### src/rtl/layer_output_serializer.sv
// Collects one word per neuron lane, then streams the frame lane 0 first, one word per
// cycle. Results arriving while the frame is being streamed are dropped and flagged.
module layer_output_serializer #(
    parameter int unsigned NumNeurons = 10,
    parameter int unsigned DataWidth  = 16
) (
    input  logic                            clk_i,
    input  logic                            rst_ni,
    input  logic [NumNeurons*DataWidth-1:0] neuron_out_i,
    input  logic [NumNeurons-1:0]           neuron_valid_i,
    input  logic                            clear_overflow_i,
    output logic [DataWidth-1:0]            data_out_o,
    output logic                            data_valid_o,
    output logic                            frame_done_o,
    output logic                            busy_o,
    output logic                            overflow_o
);

    localparam int unsigned CntW = $clog2(NumNeurons) + 1;

    typedef enum logic [1:0] {StIdle, StCollect, StShift} state_e;

    state_e                               state_q, state_d;
    logic [NumNeurons-1:0]                flag_q, flag_d;
    logic [NumNeurons-1:0][DataWidth-1:0] buf_q, buf_d;
    logic [CntW-1:0]                      cnt_q, cnt_d;
    logic [DataWidth-1:0]                 data_q, data_d;
    logic                                 valid_q, valid_d;
    logic                                 done_q, done_d;
    logic                                 ovf_q, ovf_d;
    logic [NumNeurons-1:0]                flag_base;
    logic                                 accept;

    always_comb begin
        state_d   = state_q;
        flag_d    = flag_q;
        buf_d     = buf_q;
        cnt_d     = cnt_q;
        data_d    = data_q;
        valid_d   = 1'b0;
        done_d    = 1'b0;
        ovf_d     = ovf_q & ~clear_overflow_i;
        flag_base = flag_q;
        accept    = 1'b1;

        if (state_q == StShift) begin
            if (cnt_q < CntW'(NumNeurons)) begin
                for (int k = 0; k < int'(NumNeurons); k++) begin
                    if (cnt_q == CntW'(k)) begin
                        data_d = buf_q[k];
                    end
                end
                valid_d = 1'b1;
                done_d  = (cnt_q == CntW'(NumNeurons - 1));
                cnt_d   = cnt_q + 1'b1;
                accept  = 1'b0;
                // A set event wins over a same-cycle clear.
                if (|neuron_valid_i) begin
                    ovf_d = 1'b1;
                end
            end else begin
                // Return cycle: the old frame is retired and a new one may start here.
                flag_base = '0;
                state_d   = StIdle;
            end
        end

        if (accept) begin
            for (int k = 0; k < int'(NumNeurons); k++) begin
                if (neuron_valid_i[k]) begin
                    buf_d[k] = neuron_out_i[k*DataWidth +: DataWidth];
                end
            end
            flag_d = flag_base | neuron_valid_i;
            if (&flag_d) begin
                state_d = StShift;
                cnt_d   = '0;
            end else if (|flag_d) begin
                state_d = StCollect;
            end else begin
                state_d = StIdle;
            end
        end
    end

    always_ff @(posedge clk_i or negedge rst_ni) begin
        if (!rst_ni) begin
            state_q <= StIdle;
            flag_q  <= '0;
            buf_q   <= '0;
            cnt_q   <= '0;
            data_q  <= '0;
            valid_q <= 1'b0;
            done_q  <= 1'b0;
            ovf_q   <= 1'b0;
        end else begin
            state_q <= state_d;
            flag_q  <= flag_d;
            buf_q   <= buf_d;
            cnt_q   <= cnt_d;
            data_q  <= data_d;
            valid_q <= valid_d;
            done_q  <= done_d;
            ovf_q   <= ovf_d;
        end
    end

    assign data_out_o   = data_q;
    assign data_valid_o = valid_q;
    assign frame_done_o = done_q;
    assign busy_o       = (state_q != StIdle);
    assign overflow_o   = ovf_q;

endmodule
### config.mk
export PLATFORM = sky130hd
export DESIGN_NAME = layer_output_serializer
export DESIGN_NICKNAME = d
export VERILOG_FILES = /design/src/rtl/layer_output_serializer.sv
export SDC_FILE = /design/constraint.sdc
export NUM_CORES = 1
export LEC_CHECK = 0
export BUFFER_PORTS_ARGS = -buffer_cell sky130_fd_sc_hd__buf_2
export CAP_MARGIN = 15
export CORE_UTILIZATION = 39
export CTS_BUF_LIST = sky130_fd_sc_hd__clkbuf_2 sky130_fd_sc_hd__clkbuf_4 sky130_fd_sc_hd__clkbuf_8
export DETAILED_ROUTE_END_ITERATION = 8
export GPL_ROUTABILITY_DRIVEN = 1
export GPL_TIMING_DRIVEN = 0
export SKIP_CTS_REPAIR_TIMING = 1
export SYNTH_ARGS = -nofsm -noshare
export SYNTH_HDL_FRONTEND = slang
export SYNTH_SLANG_ARGS = --single-unit
### constraint.sdc
create_clock -name clk_i -period 5.75 [get_ports clk_i]
set_input_delay 0.575 -clock clk_i [delete_from_list [all_inputs] [get_ports clk_i]]
set_output_delay 0.575 -clock clk_i [all_outputs]
set_load 0.01 [all_outputs]
Word level (Yosys, flattened, before mapping)
Index checks and enable logic that the tools add are counted.
{"block": "totals", "word_cells": 82, "input_bits": 173, "reg_bits": 196}
{"block": "classes", "eq_ne": 11, "magnitude_cmp": 1, "reduce_logical": 19, "n_bitwise": 3, "n_addsub": 1, "n_mux": 30}
{"op": "$mux W16", "count": 10}
{"op": "$reduce_and A2 Y1", "count": 11}
{"op": "$eq A5 B3 Y1 const B", "count": 4}
{"op": "$mux W10", "count": 2}
{"op": "$mux W5", "count": 4}
{"op": "$reduce_or A10 Y1", "count": 2}
{"op": "$eq A5 B2 Y1 const B", "count": 2}
{"op": "$eq A5 B4 Y1 const B", "count": 2}
{"op": "$mux W1", "count": 10}
{"op": "$or A10 B10 Y10", "count": 1}
{"op": "$reduce_and A10 Y1", "count": 1}
{"op": "$reduce_bool A10 Y1", "count": 1}
{"op": "$mux W2", "count": 4}
{"op": "$add A5 B1 Y5 const B", "count": 1}
{"op": "$eq A5 B1 Y1 const B", "count": 1}
{"op": "$logic_not A5 Y1", "count": 1}
{"op": "$lt A5 B4 Y1 const B", "count": 1}
{"op": "$reduce_bool A2 Y1", "count": 2}
{"op": "$reduce_and A3 Y1", "count": 1}
{"op": "$eq A2 B2 Y1 const B", "count": 1}
{"op": "$ne A2 B2 Y1 const B", "count": 1}
{"op": "$and A1 B1 Y1", "count": 1}
{"op": "$not A1 Y1", "count": 1}

Longest topological paths before layout
{"block": "logic_depth", "depth_word": 11, "mapped_depth": 9, "depth_no_buf": 8}

Worst setup path before layout
OpenSTA, ideal clock, no wires.
{"block": "synth_path", "kind": "flip-flop to flip-flop", "startpoint": "register cnt_q[1]", "endpoint": "register data_q[5], in the netlist data_out_o[5]", "period_less_slack_ps": 2095, "setup_slack_ps": 3655, "arrival_ps": 1949, "stages_incl_launch_ff": 10, "setup_time_ps": 145, "cell_sequence": "dfrtp_1 -> inv_1 -> ha_1 -> nand2b_1 -> clkbuf_1 -> clkbuf_1 -> o32a_1 -> o221a_2 -> a21oi_1 -> o41ai_2"}
{"block": "synth_between", "elab_chain_len": 10}
{"item": "start: declaration", "line_no": "26", "source": "logic [CntW-1:0] cnt_q, cnt_d;"}
{"item": "start signal: assignment", "line_no": "100", "source": "cnt_q <= cnt_d;"}
{"item": "$eq A5 B1 Y1", "line_no": "49", "source": "if (cnt_q == CntW'(k)) begin"}
{"item": "$mux W16 (9 in a row)", "line_no": "49"}
{"item": "end signal: assignment", "line_no": "101", "source": "data_q <= data_d;"}
{"item": "end: declaration", "line_no": "27", "source": "logic [DataWidth-1:0] data_q, data_d;"}
Parallel ways exist; a longest one is shown, timed or not.
A chain may end at the register's enable or synchronous reset.

Final worst setup path
Ends and elaborated chain as after synthesis.

==> metrics.csv <==
metric;value;unit
status;finished, final reports clean;
antenna_found_initial;3;
cts.sinks;196;
crit_top_cell;clkbuf_1;
first_pass_iters;7;
dpl.cell_count;1227;
fin_setup_tns;0;ns
power_density;571;mW/mm²
die_w;155;µm
finalInstanceArea;0.0110;mm²
arrival;3.09;ns
ys.flop_type;dfrtp_1;
timing.critical_path.buf_inv;3;
crit_path_cell_trace;inv_1 > ha_1 > nand2b_1 > clkbuf_1 > clkbuf_1 > o32a_1 > o221a_2 > a21oi_1 > o41ai_2;
routed_via_density;5.41;
slowest_stage;dfrtp_1;
route.vias.total;6825;
setup_viol;0;
max-clock-path-buffers;2;
synthTopCellsByArea;dfrtp_1 (53%), mux2_2 (11%), mux2_1 (8.2%), o22ai_1 (2.2%), a21oi_1 (1.9%);
path_delay_family;compound AO/OA/AOI/OAI gates;
yosysUniqueCellTypes;50;
dr.first_iter.drc_count;497;
syn_nets;898;
port-buffer-count;192;
peakVddDrop;0.214;mV
nets;1110;
num_io_pins;193;
max_stage_delay;0.51;ns
fillers;2140;
synth.yosys.seq_area_share;53.4;%
dieArea;0.0241;mm²
ctsHtreeMaxLevel;4;
grt_max_degree;106;
rsz0062_at_grt;no;
synthesis.area;0.00918;mm²
netlist.area_leader.share;53.4;%
ys_ff_latch;196;
drv_slew;0;
worst_pin_slew;0.826;ns
yosys-top-cells-count;dfrtp_1 (196), mux2_2 (93), mux2_1 (67), a21oi_1 (35), o22ai_1 (33);
final_core_util;47.9;%
yosys_warnings;0;
wl_per_cell;20.9;µm
grt_pass1_vias;6865;
critPathRequiredTime;6.10;ns
synth_most_common_cell;dfrtp_1;
worst_setup_path_end_kind;register;
seqCellArea;0.00490;mm²
placed_area;0.0106;mm²
drt_wl_total;26400;µm
place_congestion;0.843;
area_growth;19.3;%
core;0.0228;mm²
synthCells;721;
grt_first_pass_wirelength;40200;µm
crit_path_start_kind;register;
clk_pin_slew_worst_paths;0.11;ns
antenna_violating_nets_post_route;0;
holdWs;0.0573;ns
fin_cells;1262;
multi_input_area;0.00400;mm²
synth-edff-count;0;
worstSkewPairLatency;0.48;ns
drive_gt1_share;40.3;%
numCtsBuffers;17;
finalCritPeriodShare;47.7;%
cts_tree;done;
path_class;reg2reg;
die_h;155;µm
cts-root-buf;clkbuf_8;
synth_top_area_cell;dfrtp_1;
hpwl;20000;µm
fmax;365;MHz
final_hold_viol_count;0;
fp-row-count;55;
fin_skew;0.0168;ns
hp-class;in2async;
overflow;0;
maxCapViolCount;0;
relSlewSlack;44.9;%
route.detailed.drc;0;
min_period;2.74;ns
start_util;40.2;%
power.leakage;4.87;nW
crit_fanout;10;
grt_use_total;22.6;%
syn_avg_cell_area;12.7;µm²
async_reset_ff_share;100;%
## layer usage
layer | global-route usage, % | part of all wire [%] | vias up
li1 | - | - | 3142
met1 | 31.9 | 47 | 3466
met2 | 35.6 | 47 | 191
met3 | 3.57 | 4.4 | 26
met4 | 7.42 | 2.0 | 0
met5 | 0 | 0 | -
## power by group
part           switching (W)  leakage (nW)  internal, W
logic                0.00158          2.38      0.00131
clock network       0.000563         0.189     0.000321
registers           0.000408          2.29      0.00207
## placed cells by master (no fill, tap or decap), drive strengths merged, types with 2 or more instances in the layout
cell,Yosys,layout
a21oi,35,35
a221oi,7,7
nand3,6,6
clkinvlp,0,2
a2111oi,2,2
nor2b,9,9
o31a,2,2
and3,3,3
clkbuf,22,39
o21ai,5,5
nand2b,5,5
o32a,15,15
o221a,15,15
o22ai,33,33
o31ai,3,3
and2,15,15
clkinv,0,5
nand2,37,37
mux2i,15,15
a31oi,4,4
ha,4,4
or2,2,2
inv,11,19
mux2,160,160
dfrtp,196,196
diode,0,3
or4,4,4
o41ai,16,16
buf,26,219
a221o,15,15
nor3,22,22
a211oi,2,2
nor2,21,21
o22a,2,2
## registers in the layout, indices dropped and copies added (netlist names)
name,count
data_out_o,16
frame_done_o,1
cnt_q,5
state_q,2
flag_q,10
data_valid_o,1
buf_q,160
overflow_o,1
## cell type report
cell class                      count  share of cell area, %
Sequential cell                   196                   44.8
Timing Repair Buffer              193                   9.12
Clock buffer                       17                   2.14
Antenna cell                        3                 0.0685
Buffer                             48                   2.11
Tap cell                          313                   3.58
Clock inverter                     15                   1.31
Multi-Input combinational cell    466                   36.5
Inverter                           11                  0.377
## worst paths after layout
kind                       slack (ns)                    from  depth (start not counted)                   endpoint
max                              3.01      cnt_q[1]$_DFF_PN0_                          9  data_out_o[5]$_DFFE_PN0P_
min                              0.06                  rst_ni                          1     buf_q[114]$_DFFE_PN0P_
max reg2reg                      3.01      cnt_q[1]$_DFF_PN0_                          9  data_out_o[5]$_DFFE_PN0P_
min reg2reg                      0.50  buf_q[146]$_DFFE_PN0P_                          1     buf_q[146]$_DFFE_PN0P_
max in group asynchronous        4.73                  rst_ni                          2      buf_q[41]$_DFFE_PN0P_
min in group clk_i               0.28        clear_overflow_i                          2       overflow_o$_DFF_PN0_
## cells by family (layout without fill, tap and decap cells)
kind of cell,after synthesis,after routing,synth area share (%)
buffers and inverters,59,284,2.97
other,0,3,0
adders and majority gates,4,4,0.545
AOI/OAI and AO/OA,160,160,14.3
muxes,175,175,21.3
and+or+nand+nor,127,127,7.44
DFF,196,196,53.4
## metrics by stage
step	total power, W	setup WS [ns]
2_1_floorplan	0.00442	3.66
3_3_place_gp	0.00533	0.701
3_5_place_dp	0.00540	3.06
4_1_cts	0.00628	3.04
5_1_grt	0.00666	2.83
6_report	0.00626	3.01
Note: power is estimated with default switching activity, not from simulation.
